`src/rtl/mii_rx_deframer_if.sv`:
```
// MII receive deframer bus bundle.
//   PHY side  : i_mii_rx_dv, i_mii_rx_er, i_mii_rx_data (nibble, low nibble of each byte first)
//   Stream    : o_data, o_valid, o_last (payload bytes, FCS stripped)
//   Status    : o_done strobe with o_len, o_crc_err, o_align_err, o_rx_er, o_len_err
// master = the deframer (samples MII, drives stream/status); slave = the consumer/PHY model.
interface mii_rx_deframer_if;
   logic        i_mii_rx_dv;
   logic        i_mii_rx_er;
   logic [3:0]  i_mii_rx_data;
   logic [7:0]  o_data;
   logic        o_valid;
   logic        o_last;
   logic        o_done;
   logic [15:0] o_len;
   logic        o_crc_err;
   logic        o_align_err;
   logic        o_rx_er;
   logic        o_len_err;

   modport master (
      input  i_mii_rx_dv, i_mii_rx_er, i_mii_rx_data,
      output o_data, o_valid, o_last, o_done, o_len,
             o_crc_err, o_align_err, o_rx_er, o_len_err
   );

   modport slave (
      output i_mii_rx_dv, i_mii_rx_er, i_mii_rx_data,
      input  o_data, o_valid, o_last, o_done, o_len,
             o_crc_err, o_align_err, o_rx_er, o_len_err
   );
endinterface

```
`src/rtl/mii_rx_deframer.sv`:
```
// MAC-side MII receive deframer.
// Strips preamble/SFD, assembles bytes from nibbles, runs the reflected CRC-32 over
// every received byte (FCS included) and holds the last 4 bytes back in a 5-deep
// delay line so the FCS is never emitted. One o_done strobe per accepted frame.
// Ports:
//   i_rx_clk : MII receive clock
//   i_rstn   : asynchronous active-low reset
//   bus      : mii_rx_deframer_if.master (MII inputs, payload stream, frame status)
// Parameters:
//   MAX_LEN  : payload length above which o_len_err is flagged
//   MIN_PRE  : minimum 0x5 preamble nibbles before the SFD
module mii_rx_deframer #(
   parameter int MAX_LEN = 1518,
   parameter int MIN_PRE = 2
) (
   input  logic                  i_rx_clk,
   input  logic                  i_rstn,
   mii_rx_deframer_if.master     bus
);

   localparam logic [31:0] CRC_POLY    = 32'hEDB88320;
   localparam logic [31:0] CRC_RESIDUE = 32'hDEBB20E3;
   localparam logic [3:0]  MIN_PRE_C   = 4'(MIN_PRE);
   localparam logic [15:0] MAX_LEN_C   = 16'(MAX_LEN);

   typedef enum logic [1:0] {S_IDLE, S_PRE, S_DATA, S_DROP} state_t;

   state_t       state, state_nxt;
   logic [3:0]   pre_cnt;
   logic [3:0]   lo_nib;
   logic         phase_hi;
   logic [31:0]  crc;
   logic [16:0]  byte_cnt;
   logic         er_sticky;
   logic [7:0]   dly [0:4];

   logic [7:0]   data_p1;
   logic         vld_p1;
   logic         last_p1;
   logic         done_p1;
   logic [15:0]  len_p1;
   logic         crc_err_p1;
   logic         align_err_p1;
   logic         rx_er_p1;
   logic         len_err_p1;

   logic         dv, er;
   logic [3:0]   nib;
   logic         sfd_hit;
   logic         byte_done;
   logic         eof;
   logic [7:0]   cur_byte;
   logic [15:0]  len_c;

   function automatic logic [31:0] crc_byte(input logic [31:0] c, input logic [7:0] b);
      logic [31:0] r;
      r = c;
      for (int i = 0; i < 8; i++)
         r = (r[0] ^ b[i]) ? ((r >> 1) ^ CRC_POLY) : (r >> 1);
      return r;
   endfunction

   // Payload length = received bytes minus FCS, clamped to [0, 0xFFFF].
   function automatic logic [15:0] sat_len(input logic [16:0] cnt);
      logic [16:0] d;
      if (cnt < 17'd4)
         return 16'd0;
      d = cnt - 17'd4;
      if (d > 17'h0FFFF)
         return 16'hFFFF;
      return d[15:0];
   endfunction

   function automatic logic [16:0] sat_inc17(input logic [16:0] v);
      return (v == 17'h1FFFF) ? v : v + 17'd1;
   endfunction

   assign dv        = bus.i_mii_rx_dv;
   assign er        = bus.i_mii_rx_er;
   assign nib       = bus.i_mii_rx_data;
   assign sfd_hit   = (state == S_PRE) && dv && !er && (nib == 4'hD) && (pre_cnt >= MIN_PRE_C);
   assign byte_done = (state == S_DATA) && dv && phase_hi;
   assign eof       = (state == S_DATA) && !dv;
   assign cur_byte  = {nib, lo_nib};
   assign len_c     = sat_len(byte_cnt);

   always_ff @(posedge i_rx_clk or negedge i_rstn) begin
      if (!i_rstn)
         state <= S_IDLE;
      else
         state <= state_nxt;
   end

   always_comb begin
      state_nxt = state;
      case (state)
         S_IDLE: begin
            if (dv)
               state_nxt = (nib == 4'h5) ? S_PRE : S_DROP;
         end
         S_PRE: begin
            if (!dv)
               state_nxt = S_IDLE;
            else if (er)
               state_nxt = S_DROP;
            else if (nib == 4'h5)
               state_nxt = S_PRE;
            else if (sfd_hit)
               state_nxt = S_DATA;
            else
               state_nxt = S_DROP;
         end
         S_DATA: begin
            if (!dv)
               state_nxt = S_IDLE;
         end
         S_DROP: begin
            if (!dv)
               state_nxt = S_IDLE;
         end
         default: state_nxt = S_IDLE;
      endcase
   end

   always_ff @(posedge i_rx_clk or negedge i_rstn) begin
      if (!i_rstn) begin
         pre_cnt      <= 4'd0;
         lo_nib       <= 4'd0;
         phase_hi     <= 1'b0;
         crc          <= 32'd0;
         byte_cnt     <= 17'd0;
         er_sticky    <= 1'b0;
         for (int i = 0; i < 5; i++)
            dly[i] <= 8'd0;
         data_p1      <= 8'd0;
         vld_p1       <= 1'b0;
         last_p1      <= 1'b0;
         done_p1      <= 1'b0;
         len_p1       <= 16'd0;
         crc_err_p1   <= 1'b0;
         align_err_p1 <= 1'b0;
         rx_er_p1     <= 1'b0;
         len_err_p1   <= 1'b0;
      end else begin
         vld_p1  <= 1'b0;
         last_p1 <= 1'b0;
         done_p1 <= 1'b0;

         if ((state == S_IDLE) && dv && (nib == 4'h5))
            pre_cnt <= 4'd1;
         else if ((state == S_PRE) && dv && !er && (nib == 4'h5) && (pre_cnt != 4'hF))
            pre_cnt <= pre_cnt + 4'd1;

         if (sfd_hit) begin
            phase_hi  <= 1'b0;
            crc       <= 32'hFFFFFFFF;
            byte_cnt  <= 17'd0;
            er_sticky <= 1'b0;
         end

         if ((state == S_DATA) && dv) begin
            if (er)
               er_sticky <= 1'b1;
            if (!phase_hi) begin
               lo_nib   <= nib;
               phase_hi <= 1'b1;
            end else begin
               phase_hi <= 1'b0;
               crc      <= crc_byte(crc, cur_byte);
               byte_cnt <= sat_inc17(byte_cnt);
               dly[0]   <= cur_byte;
               for (int i = 1; i < 5; i++)
                  dly[i] <= dly[i-1];
            end
         end

         // Output stage: a byte leaves the delay line only once five are held,
         // so the four FCS bytes are always still inside when the frame ends.
         if (byte_done && (byte_cnt >= 17'd5)) begin
            data_p1 <= dly[4];
            vld_p1  <= 1'b1;
         end

         if (eof) begin
            done_p1      <= 1'b1;
            len_p1       <= len_c;
            crc_err_p1   <= (crc != CRC_RESIDUE);
            align_err_p1 <= phase_hi;
            rx_er_p1     <= er_sticky;
            len_err_p1   <= (byte_cnt < 17'd5) || (len_c > MAX_LEN_C);
            if (byte_cnt >= 17'd5) begin
               data_p1 <= dly[4];
               vld_p1  <= 1'b1;
               last_p1 <= 1'b1;
            end
         end
      end
   end

   assign bus.o_data      = data_p1;
   assign bus.o_valid     = vld_p1;
   assign bus.o_last      = last_p1;
   assign bus.o_done      = done_p1;
   assign bus.o_len       = len_p1;
   assign bus.o_crc_err   = crc_err_p1;
   assign bus.o_align_err = align_err_p1;
   assign bus.o_rx_er     = rx_er_p1;
   assign bus.o_len_err   = len_err_p1;

endmodule

```
`src/flat_wrapper.sv`:
```
// flat-port wrapper written by rule: the top's interface ports become plain ports
module mii_rx_deframer_flat 
#(
   parameter int MAX_LEN = 1518,
   parameter int MIN_PRE = 2
)
  (i_rx_clk, i_rstn, bus_i_mii_rx_dv, bus_i_mii_rx_er, bus_i_mii_rx_data, bus_o_data, bus_o_valid, bus_o_last, bus_o_done, bus_o_len, bus_o_crc_err, bus_o_align_err, bus_o_rx_er, bus_o_len_err);
  mii_rx_deframer_if bus_i ();
  input  logic i_rx_clk;
  input  logic i_rstn;
  input wire logic [$bits(bus_i.i_mii_rx_dv)-1:0] bus_i_mii_rx_dv;
  input wire logic [$bits(bus_i.i_mii_rx_er)-1:0] bus_i_mii_rx_er;
  input wire logic [$bits(bus_i.i_mii_rx_data)-1:0] bus_i_mii_rx_data;
  output wire logic [$bits(bus_i.o_data)-1:0] bus_o_data;
  output wire logic [$bits(bus_i.o_valid)-1:0] bus_o_valid;
  output wire logic [$bits(bus_i.o_last)-1:0] bus_o_last;
  output wire logic [$bits(bus_i.o_done)-1:0] bus_o_done;
  output wire logic [$bits(bus_i.o_len)-1:0] bus_o_len;
  output wire logic [$bits(bus_i.o_crc_err)-1:0] bus_o_crc_err;
  output wire logic [$bits(bus_i.o_align_err)-1:0] bus_o_align_err;
  output wire logic [$bits(bus_i.o_rx_er)-1:0] bus_o_rx_er;
  output wire logic [$bits(bus_i.o_len_err)-1:0] bus_o_len_err;
  assign bus_i.i_mii_rx_dv = bus_i_mii_rx_dv;
  assign bus_i.i_mii_rx_er = bus_i_mii_rx_er;
  assign bus_i.i_mii_rx_data = bus_i_mii_rx_data;
  assign bus_o_data = bus_i.o_data;
  assign bus_o_valid = bus_i.o_valid;
  assign bus_o_last = bus_i.o_last;
  assign bus_o_done = bus_i.o_done;
  assign bus_o_len = bus_i.o_len;
  assign bus_o_crc_err = bus_i.o_crc_err;
  assign bus_o_align_err = bus_i.o_align_err;
  assign bus_o_rx_er = bus_i.o_rx_er;
  assign bus_o_len_err = bus_i.o_len_err;
  mii_rx_deframer #(.MAX_LEN(MAX_LEN), .MIN_PRE(MIN_PRE)) u_core (.i_rx_clk(i_rx_clk), .i_rstn(i_rstn), .bus(bus_i));
endmodule
```
`config.mk`:
```
export PLATFORM = sky130hd
export DESIGN_NAME = mii_rx_deframer_flat
export DESIGN_NICKNAME = d
export VERILOG_FILES = /design/src/rtl/mii_rx_deframer_if.sv /design/src/rtl/mii_rx_deframer.sv /design/src/flat_wrapper.sv
export SDC_FILE = /design/constraint.sdc
export NUM_CORES = 1
export LEC_CHECK = 0
export CAP_MARGIN = 0
export CORE_ASPECT_RATIO = 1.1
export CORE_MARGIN = 4
export CORE_UTILIZATION = 44
export DETAILED_ROUTE_END_ITERATION = 6
export PLACE_DENSITY = 0.65
export SYNTH_ARGS = -nofsm -noshare
export SYNTH_HDL_FRONTEND = slang
export SYNTH_SLANG_ARGS = --single-unit
```
`constraint.sdc`:
```
create_clock -name i_rx_clk -period 3.3 [get_ports i_rx_clk]
set_input_delay 0.495 -clock i_rx_clk [delete_from_list [all_inputs] [get_ports i_rx_clk]]
set_output_delay 0.495 -clock i_rx_clk [all_outputs]
set_load 0.01 [all_outputs]
```
==> flow_summary.json <==
{
  "clkTransAtPathRegs_ns": 0.06,
  "hold_viol": 0,
  "slowest_delay_ns": 0.53,
  "grt_pass1_wl_um": 25100,
  "async_reset_ff_frac": 1.00,
  "synth_cell_types": 58,
  "ant_nets": 0,
  "slew_headroom": 0.520,
  "hp-class": "in2async",
  "cp.required_ns": 3.58,
  "grt_max_degree": 56,
  "cap_violations": 0,
  "cts_buffer_depth": 2,
  "outcome": "finished, final reports clean",
  "period_needed_ns": 2.72,
  "antenna_found_initial": 0,
  "min_period_over_period": 0.825,
  "total_power_mw": 7.68,
  "fin_setup_tns_ns": 0,
  "crit_fanout": 12,
  "overflow": 0,
  "nFillCells": 1318,
  "ctsResizeCount": 0,
  "grt_pass1_vias": 5046,
  "routedWlPerCell_um": 15.8,
  "synth_edf_count": 0,
  "ctsHoldBuffers": 0,
  "finalWirelength_um": 15000,
  "cts_tree": "done",
  "r2r_end": "u_core.bus.o_len[7]",
  "start_util": 0.456,
  "synth_top_area_share": 0.496,
  "tightest_slew_ns": 0.720,
  "rows": 46,
  "setup_viol": 0,
  "h-tree-depth": 4,
  "vias": 5082,
  "vias_per_cell": 5.34,
  "die_w_um": 125,
  "powerDensity_nw_per_um2": 979,
  "dpl.hpwl_um": 10500,
  "ys_ff_latch": 132,
  "die_h_um": 137,
  "r2r.worst_path.cells": 9,
  "routabilityCongestion": 0.956,
  "slowest_stage": "or4b_4",
  "antennaDiodeCount": 0,
  "synth_top_cells_by_count": "162 x nand2_1, 132 x dfrtp_1, 51 x xnor2_1",
  "clock_sinks": 132,
  "avgSynthCellArea_um2": 9.36,
  "clk_latency_ns": 0.42,
  "rr_startpoint": "u_core.byte_cnt[2]",
  "synth_flop_cell": "dfrtp_1",
  "setup.worst_path.class": "reg2reg",
  "syn_nets": 728,
  "grt_usage": 0.183,
  "ctsRootBufferMaster": "clkbuf_16",
  "ir_worst_vdd_mv": 1.01,
  "syn-cell-area_um2": 6660,
  "synth_most_common_cell": "nand2_1",
  "ys.warnings.count": 0,
  "yosysTopAreaCell": "dfrtp_1",
  "pre_cts_slack_ns": 0.562,
  "end_kind": "flip-flop",
  "rsz0062_at_grt": "no",
  "synthTopCellsByArea": "dfrtp_1 50%, nand2_1 9.1%, xnor2_1 6.7%",
  "reg2reg_slack_ns": 0.58,
  "drt_iter0_markers": 317,
  "path_cells": "inv_1 > ha_1 > or4b_4 > or2_1 > nor3_1 > xor2_1 > buf_4 > o31ai_1 > o21ai_0",
  "drive_above_1_share": 0.100,
  "core_um2": 14600,
  "p_leak_nw": 3.56,
  "syn_inst": 712,
  "fin_skew_ns": 0.0127,
  "io_pins": 39,
  "ys_seq_area_frac": 0.496,
  "drv_slew": 0,
  "fp.dieArea_um2": 17200,
  "cp.arrival_ns": 3.01,
  "syn_to_final_growth_pct": 17.9,
  "post_cts_buffers": 0,
  "dr.pass1.iters": 5,
  "fmax_mhz": 367,
  "final_nets": 762,
  "drc": 0,
  "portBuffers": 38,
  "crit_path_start_kind": "flip-flop",
  "setup_slack_ns": 0.577,
  "cts_inserted_buffers": 17
}
## worst max-delay path: cells and delay by family, from the launching register on
| family | cells | cell delay (ns) |
|---|---|---|
| AND/OR/NAND/NOR | 3 | 1.04 |
| flip-flops | 1 | 0.49 |
| adder cells (fa/ha/maj) | 1 | 0.28 |
| AO/OA/AOI/OAI | 2 | 0.32 |
| buffers and inverters | 2 | 0.35 |
| XOR/XNOR | 1 | 0.11 |
## how the worst max path moves through the flow
| stage | startpoint | to | slack, ns |
|---|---|---|---|
| finish | u_core.byte_cnt[2] | u_core.bus.o_len[7] | 0.58 |
| global route | u_core.byte_cnt[2] | u_core.bus.o_len[7] | 0.34 |
| CTS | u_core.byte_cnt[2] | u_core.bus.o_len[7] | 0.57 |
| detailed placement | bus_i_mii_rx_data[0] | u_core.pre_cnt[3] | 0.56 |
| global placement | u_core.byte_cnt[2] | u_core.bus.o_len[7] | 0.66 |
| floorplan | u_core.byte_cnt[2] | u_core.bus.o_len[10] | 0.75 |
## layer usage
layer / vias to the layer above / global-route usage / share of wire
met3: 32 / 0.0402 / 0.045
li1: 2466 / - / -
met2: 129 / 0.298 / 0.48
met1: 2455 / 0.238 / 0.45
met4: 0 / 0.0807 / 0.022
met5: - / 0 / 0
## cells by family (layout without fill, tap and decap cells)
kind of cell / count (synthesis) / after routing / synth area share
AOI/OAI and AO/OA: 117 / 117 / 0.105
and+or+nand+nor: 301 / 301 / 0.210
DFF: 132 / 132 / 0.496
buffers and inverters: 54 / 101 / 0.0331
adders and majority gates: 8 / 8 / 0.0150
xor gates and xnor gates: 86 / 86 / 0.113
muxes: 14 / 14 / 0.0280
## sequential cells by signal (all words and copies together), names as in the netlist, 2 cells and up
signal	cells
u_core.dly	40
u_core.state	2
u_core.lo_nib	4
u_core.bus.o_data	8
u_core.bus.o_len	16
u_core.pre_cnt	4
u_core.byte_cnt	17
u_core.crc	32
## power by group
part	switching, mW	total, mW	internal (mW)
clock	0.729	1.84	1.11
combinational	1.70	3.26	1.56
sequential	0.459	2.59	2.14
## metrics by stage
step           hold WS (ns)  cell area, µm²   util  std cells
3_3_place_gp          0.448            7270  0.497        919
4_1_cts               0.150            7850  0.537        951
5_1_grt               0.193            7850  0.537        951
6_report              0.130            7850  0.537        951
3_5_place_dp          0.451            7270  0.497        919
2_1_floorplan         0.199            6660      -        712
## layout by cell type, fill, tap and decap left out, types with 7 or more instances in the layout
cell type        Yosys  final
xor2_1              35     35
clkbuf_16            0     17
dfrtp_1            132    132
mux2_4               8      8
clkdlybuf4s50_1      0     37
nor2b_1              7      7
buf_4                1     20
xnor2_1             51     51
nand2_1            162    162
o21ai_1             10     10
ha_1                 8      8
nor2_1              45     45
o21ai_0             37     37
nor3_1              24     24
nand4_1              7      7
nand3_1              7      7
a21oi_1             36     36
inv_1               11     11
## area by class of cell
| class | count | area (µm²) | share of cell area |
|---|---|---|---|
| inverters | 11 | 41.3 | 0.00526 |
| multi-input cells | 526 | 3140 | 0.400 |
| well taps | 192 | 240 | 0.0306 |
| clock inverters | 12 | 120 | 0.0153 |
| clock buffers | 20 | 467 | 0.0594 |
| flip-flops and latches | 132 | 3300 | 0.421 |
| repair buffers | 58 | 541 | 0.0688 |
No activity file was read; power rests on OpenSTA's default activity.
